===== src/rtl/rptr_status.sv =====
// Read-side pointer and status block of an asynchronous FIFO.
// Keeps the binary/Gray read pointers and derives fill level, empty flags and sticky error flags.
module rptr_status #(
  parameter int ADDRSIZE  = 4,
  parameter int AEMPTY_TH = 2
) (
  input  logic                rclk,
  input  logic                rrst,
  input  logic                rinc,
  input  logic [ADDRSIZE:0]   rq2_wptr,
  input  logic                rerr_clr,
  output logic [ADDRSIZE-1:0] raddr,
  output logic [ADDRSIZE:0]   rptr,
  output logic                rempty,
  output logic                raempty,
  output logic [ADDRSIZE:0]   rlevel,
  output logic                runderflow,
  output logic                rerr_range
);

  localparam logic [ADDRSIZE:0] DepthV   = (ADDRSIZE+1)'(2**ADDRSIZE);
  localparam logic [ADDRSIZE:0] AemptyTh = (ADDRSIZE+1)'(AEMPTY_TH);

  logic [ADDRSIZE:0] rbin_q, rbin_d;
  logic [ADDRSIZE:0] rgray_q, rgray_d;
  logic [ADDRSIZE:0] rlevel_q, rlevel_d;
  logic [ADDRSIZE:0] wbin_s;
  logic              rempty_q, rempty_d;
  logic              raempty_q, raempty_d;
  logic              runderflow_q, runderflow_d;
  logic              rerr_range_q, rerr_range_d;
  logic              pop_s;

  // Pops are qualified by the registered empty flag so a read while empty never moves the pointer.
  always_comb begin
    pop_s   = rinc & ~rempty_q;
    rbin_d  = rbin_q + {{ADDRSIZE{1'b0}}, pop_s};
    rgray_d = (rbin_d >> 1) ^ rbin_d;

    wbin_s = '0;
    for (int i = 0; i <= ADDRSIZE; i++) begin
      wbin_s = wbin_s ^ (rq2_wptr >> i);
    end

    rlevel_d  = wbin_s - rbin_d;
    rempty_d  = (rgray_d == rq2_wptr);
    raempty_d = (rlevel_d <= AemptyTh);

    // Sticky flags: a set condition on the same edge overrides a clear.
    runderflow_d = (rinc & rempty_q) | (runderflow_q & ~rerr_clr);
    rerr_range_d = (rlevel_d > DepthV) | (rerr_range_q & ~rerr_clr);
  end

  always_ff @(posedge rclk or posedge rrst) begin
    if (rrst) begin
      rbin_q       <= '0;
      rgray_q      <= '0;
      rlevel_q     <= '0;
      rempty_q     <= 1'b1;
      raempty_q    <= 1'b1;
      runderflow_q <= 1'b0;
      rerr_range_q <= 1'b0;
    end else begin
      rbin_q       <= rbin_d;
      rgray_q      <= rgray_d;
      rlevel_q     <= rlevel_d;
      rempty_q     <= rempty_d;
      raempty_q    <= raempty_d;
      runderflow_q <= runderflow_d;
      rerr_range_q <= rerr_range_d;
    end
  end

  assign raddr      = rbin_q[ADDRSIZE-1:0];
  assign rptr       = rgray_q;
  assign rempty     = rempty_q;
  assign raempty    = raempty_q;
  assign rlevel     = rlevel_q;
  assign runderflow = runderflow_q;
  assign rerr_range = rerr_range_q;

endmodule


===== config.mk =====
export PLATFORM = sky130hd
export DESIGN_NAME = rptr_status
export DESIGN_NICKNAME = d
export VERILOG_FILES = /design/src/rtl/rptr_status.sv
export SDC_FILE = /design/constraint.sdc
export NUM_CORES = 1
export LEC_CHECK = 0
export CAP_MARGIN = 20
export CORE_MARGIN = 10
export CORE_UTILIZATION = 64
export DETAILED_ROUTE_END_ITERATION = 8
export DONT_BUFFER_PORTS = 1
export PLACE_DENSITY = 0.8
export SLEW_MARGIN = 15
export SYNTH_ARGS = -nofsm -noshare
export SYNTH_HDL_FRONTEND = slang
export SYNTH_SLANG_ARGS = --single-unit

===== constraint.sdc =====
create_clock -name rclk -period 3.9 [get_ports rclk]
set_clock_uncertainty 0.05 [all_clocks]
set_input_delay 1.17 -clock rclk [delete_from_list [all_inputs] [get_ports rclk]]
set_output_delay 1.17 -clock rclk [all_outputs]
set_load 0.005 [all_outputs]

Word-level counts from Yosys, hierarchy flattened. Index checks and enable logic that the tools add are counted.

Register bits: 19. Latch bits: 0. RAM bits: 0. Memory bits (read-only): 0. Logic and storage cells: 25. Memories kept: 0.

Add/sub/neg operators: 2. Multiply operators: 0. Div/mod/pow operators: 0. Order comparisons: 2. Equal/unequal tests: 1. Shift-type cells: 0. Mux-type cells: 0. Bitwise gates (word level): 13. Reduce and logical (&&, ||, !) cells: 0.

Operators by type and width (number): 5-bit by 1-bit adder with 5-bit output (1); 5-bit equality test (1); 5-bit greater-than comparator (second input constant) (1); 5-bit by 2-bit <= comparator with 1-bit output (second input constant) (1); 5-bit subtractor (1); 4-bit by 5-bit XOR with 5-bit output (1); 5-bit by 1-bit XOR with 5-bit output (1); 5-bit by 2-bit XOR with 5-bit output (1); 5-bit by 3-bit XOR with 5-bit output (1); 5-bit by 4-bit XOR with 5-bit output (1); 1-bit bitwise AND (4); 1-bit NOT (2); 1-bit bitwise OR (2).

Logic depth before layout (Yosys ltp). Gate-level depths: netlist of run 1.

Depth in word-level cells: 7. Mapped depth: 10. Mapped depth without buffers: 10.

Least setup slack after synthesis of run 1. Ideal clock, no wire load.

Kind: input to register. Start point: in rq2_wptr[3]. End point: reg raempty_q (netlist: raempty). Setup time: 105 ps. Arrival time: 3431 ps. Data required time: 3745 ps. Path slack: 314 ps. Cell stages on the path: 9. Buffers on the path: 0. Cells stage by stage: xnor3_1 > xnor2_1 > xnor2_1 > ha_1 > inv_1 > fa_1 > a311oi_2 > xnor2_1 > a2111oi_2.

Longest elaborated chain between the ends: 6.

RTL lines: start, declared (line 10) `input logic [ADDRSIZE:0] rq2_wptr,`; 5-bit by 4-bit XOR with 5-bit output (line 42) `wbin_s = wbin_s ^ (rq2_wptr >> i);`; 5-bit by 3-bit XOR with 5-bit output (line 42); 5-bit by 2-bit XOR with 5-bit output * (line 42); 5-bit by 1-bit XOR with 5-bit output * (line 42); 5-bit subtractor * (line 45) `rlevel_d = wbin_s - rbin_d;`; named net rlevel_d[4] (line 26) `logic [ADDRSIZE:0] rlevel_q, rlevel_d;`; 5-bit by 2-bit <= comparator with 1-bit output * (line 47) `raempty_d = (rlevel_d <= AemptyTh);`; named net raempty_d (line 29) `logic raempty_q, raempty_d;`; end signal, assigned (line 68) `raempty_q <= raempty_d;`; end, declared (line 29).

Mark *: on every way through the listed nets, which the timed path passes. The rest lies on a longest branch.

Worst setup path in the final report of run 1. Ends and elaborated chain as after synthesis.

==> impl_metrics.toml, run 1 <==
[cts]
numCtsBuffers = 3
cts_root_buf = "sky130_fd_sc_hd__clkbuf_4"
cts-resized-gates = 0
clk-insertion-delay-late_ns = 0.29
post_cts.repair.setup_buffers = 0
cts_hold_buffers = 0
clock_sink_count = 18
max-clock-path-buffers = 2
htree_levels = 1
cts.clk_slew.worst_paths_ns = 0.10
tritoncts = "yes"

[critical_path]
crit_path_top_delay_cell = "sky130_fd_sc_hd__xnor3_1"
worst-endpoint-arrival_ns = 3.48
max_stage_delay_ns = 0.48
worst_setup_path_end_kind = "flip-flop"
critical_path.most_common_cell = "sky130_fd_sc_hd__xnor2_1"
setup.worst_path.class = "primary input to flip-flop"
timing.critical_path.max_delay_family = "XOR/XNOR gates"
cp_cell_sequence = "xnor3_1 > xnor2_1 > xnor2_1 > ha_1 > inv_1 > fa_1 > a311oi_2 > xnor2_1 > a2111oi_2"
timing.critical_path.from_type = "primary input"
cp_data_required_time_ns = 4.04
critPathBufInv = 1
worstPathMaxFanout = 5

[timing]
worst_hold_slack_ns = 0.495
timing.final.crit_share_pct = 85.6
achievable-frequency_mhz = 299
worst_slew_pin_tran_ns = 0.642
grt_setup_unrepaired = "false"
drv_slew = 0
min_period_ns = 3.34
tns_ns = 0
maxSlewHeadroom_pct = 57.1
setup_violations = 0
report.final.hold_viol_count = 0

[grt]
via_count_of_the_first_global_routing_pass = 584
grt_start_max_net_pins = 19
antenna_found_initial = 0
grt_util_all_layers_pct = 10.2
grt_first_pass_wirelength_mm = 2.69
grt_overflow_total = 0

[synth]
synth.top_cell.area_share_pct = 43.9
post_synth_mux_area_share_pct = 0
yosys_warnings = 0
synth_seq_cells = 18
post_synth_edffs = 0
ys.flop_type = "sky130_fd_sc_hd__dfrtp_1"
dominant_cells_by_area_after_synthesis = "sky130_fd_sc_hd__dfrtp_1, sky130_fd_sc_hd__xor2_1, sky130_fd_sc_hd__xnor2_1, sky130_fd_sc_hd__ha_1, sky130_fd_sc_hd__dfstp_2"
syn_inst = 74
syn_avg_cell_area_um2 = 12.3
synthDistinctLibCells = 24
synth_top_family_by_area = "XOR/XNOR gates"
area_of_the_mapped_netlist_um2 = 912
yosysTopAreaCell = "sky130_fd_sc_hd__dfrtp_1"
synth_xor_area_share_pct = 22.5
synth_compound_area_share_pct = 6.86
yosys.cell_count.top_type = "sky130_fd_sc_hd__dfrtp_1"
synth_simple_gate_area_share_pct = 7.54
syn_nets = 89
post_synth_most_frequent_cells = "sky130_fd_sc_hd__dfrtp_1, sky130_fd_sc_hd__xor2_1, sky130_fd_sc_hd__xnor2_1, sky130_fd_sc_hd__inv_1, sky130_fd_sc_hd__ha_1"
synth-adder-area-share_pct = 10.2
async_flop_share_pct = 100
synth-seq-area-share_pct = 49.7

[die]
chipHeight_um = 57.8
ioPinCount = 27
placeable_core_area_mm2 = 0.00132
full_die_area_mm2 = 0.00334
die_width_um = 57.8
num_rows = 13
initial_util_pct = 69.2

[routing]
dr.first_iter.drc_count = 7
detailroute.via_count = 524
wirelength_mm = 1.59
post_drt_wl_per_cell_um = 16.7
detailedRoute.firstPassIterationCount = 4
detail_route.drc_violations = 0
final_antenna_net_count = 0
detail_route.vias_per_cell = 5.52

[place]
numPortBuffers = 0
gp_congestion = 0.758
place.detailed.hpwl_mm = 1.28

[layout]
area_growth_pct = 7.68
antenna-diode-count = 0
nNetsFinal = 96
layout-drive-gt1-share_pct = 15.0

[status]
outcome = "completed"

[pwr]
cellPowerDensity_mw_per_mm2 = 1070
power.leakage_nw = 0.439
power_frac_clock_pct = 10.8
combinationalPowerShare_pct = 54.8
max-vdd-ir-drop_v = 0.000677
seq_power_share_pct = 34.4
internal_power_mw = 0.611
power.switching_mw = 0.439
switching_part_of_the_total_power_pct = 41.8

[job]
maxCapViolCount = 0

[hold_path]
class_of_the_worst_hold_path = "flip-flop to flip-flop"
==> placed cells by master (no fill, tap or decap) <==
master / instances
sky130_fd_sc_hd__xor2_1: 10
sky130_fd_sc_hd__nand2_2: 1
sky130_fd_sc_hd__nand3_1: 2
sky130_fd_sc_hd__xor2_2: 1
sky130_fd_sc_hd__nand2_1: 1
sky130_fd_sc_hd__o21a_1: 1
sky130_fd_sc_hd__fa_1: 1
sky130_fd_sc_hd__nor3_1: 4
sky130_fd_sc_hd__a21oi_1: 1
sky130_fd_sc_hd__nor2b_1: 2
sky130_fd_sc_hd__ha_1: 5
sky130_fd_sc_hd__clkbuf_4: 3
sky130_fd_sc_hd__maj3_1: 1
sky130_fd_sc_hd__xnor2_1: 9
sky130_fd_sc_hd__dfstp_2: 2
sky130_fd_sc_hd__a311oi_2: 1
sky130_fd_sc_hd__o21ai_0: 2
sky130_fd_sc_hd__dfrtp_1: 16
sky130_fd_sc_hd__o32a_1: 1
sky130_fd_sc_hd__clkbuf_8: 1
sky130_fd_sc_hd__a2111oi_2: 1
sky130_fd_sc_hd__inv_1: 8
sky130_fd_sc_hd__xnor3_1: 1
sky130_fd_sc_hd__or3_1: 1
sky130_fd_sc_hd__and3_1: 1
sky130_fd_sc_hd__nor2_1: 1
sky130_fd_sc_hd__buf_4: 2
==> worst paths after layout <==
check | start | slack, ns | depth (start not counted) | end
min in group asynchronous | rrst | 0.79 | 1 | rlevel[0]
worst min register to register | rempty | 0.50 | 2 | runderflow
worst max register to register | rempty | 1.16 | 8 | raempty
worst min-delay path | rempty | 0.50 | 2 | runderflow
max in group asynchronous | rrst | 2.60 | 1 | rbin_q[2]
worst max-delay path | rq2_wptr[3] | 0.56 | 9 | raempty
==> stage by stage <==
| step | total power, mW | cell area, um2 | cells | util [%] | worst slack (ns) |
|---|---|---|---|---|---|
| 6_report | 1.05 | 982 | 95 | 74.5 | 0.560 |
| 5_1_grt | 1.15 | 982 | 95 | 74.5 | 0.358 |
| 4_1_cts | 1.07 | 982 | 95 | 74.5 | 0.549 |
| 3_5_place_dp | 0.950 | 946 | 91 | 71.8 | 0.243 |
| 3_3_place_gp | 0.935 | 946 | 91 | 71.8 | 0.305 |
| 2_1_floorplan | 0.828 | 912 | 74 | - | 0.314 |
==> worst reg2reg max path, cell delays in order, from the launching register on <==
cell and delay, ns:
sky130_fd_sc_hd__dfstp_2 0.57, sky130_fd_sc_hd__nor2b_1 0.05, sky130_fd_sc_hd__ha_1 0.20, sky130_fd_sc_hd__ha_1 0.36, sky130_fd_sc_hd__inv_1 0.12, sky130_fd_sc_hd__fa_1 0.51, sky130_fd_sc_hd__a311oi_2 0.25, sky130_fd_sc_hd__xnor2_1 0.16
sky130_fd_sc_hd__a2111oi_2 0.37
==> per-layer routing <==
| metal | vias to the layer above | track usage (%) | wire (um) |
|---|---|---|---|
| li1 | 252 | - | - |
| met1 | 246 | 10.8 | 593 |
| met2 | 23 | 14.6 | 686 |
| met3 | 3 | 8.50 | 288 |
| met4 | 0 | 4.03 | 21 |
| met5 | - | 0 | 0 |
==> flip-flops by register name, summed over array words and instances, names as in the netlist <==
register and flops:
runderflow 1, rempty 1, rptr 4, rlevel 5, rbin_q 5, raempty 1, rerr_range 1
==> final cells by class <==
class	count	area, um2
multi-input cells	48	429
fillers	92	335
inverters	8	30.0
well taps	15	18.8
flip-flops and latches	18	453
clock buffers	4	36.3
repair buffers	2	15.0
==> power by group through the flow <==
stage	logic, mW	clock network [mW]	registers (mW)
2_1_floorplan	0.478	0	0.350
3_3_place_gp	0.566	0	0.369
3_5_place_dp	0.580	0	0.370
4_1_cts	0.583	0.116	0.367
5_1_grt	0.648	0.125	0.377
6_report	0.576	0.113	0.361
==> logic make-up (layout without fill, tap and decap cells) <==
| logic type | count (synthesis) | count (layout) |
|---|---|---|
| buffers and inverters | 8 | 14 |
| XOR/XNOR | 21 | 21 |
| AND/OR/NAND/NOR | 13 | 13 |
| AO/OA/AOI/OAI | 7 | 7 |
| flip-flops | 18 | 18 |
| adder cells (fa/ha/maj) | 7 | 7 |
(Power assumes the default switching activity.)
==> run 2: changes to the inputs <==
--- a/config.mk
+++ b/config.mk
@@ -11,6 +11,7 @@
 export DETAILED_ROUTE_END_ITERATION = 8
 export DONT_BUFFER_PORTS = 1
 export PLACE_DENSITY = 0.8
+export SETUP_SLACK_MARGIN = 0.3
 export SLEW_MARGIN = 15
 export SYNTH_ARGS = -nofsm -noshare
 export SYNTH_HDL_FRONTEND = slang
==> results of run 2 <==
Final layout, timing and power as in run 1 (identical DEF).
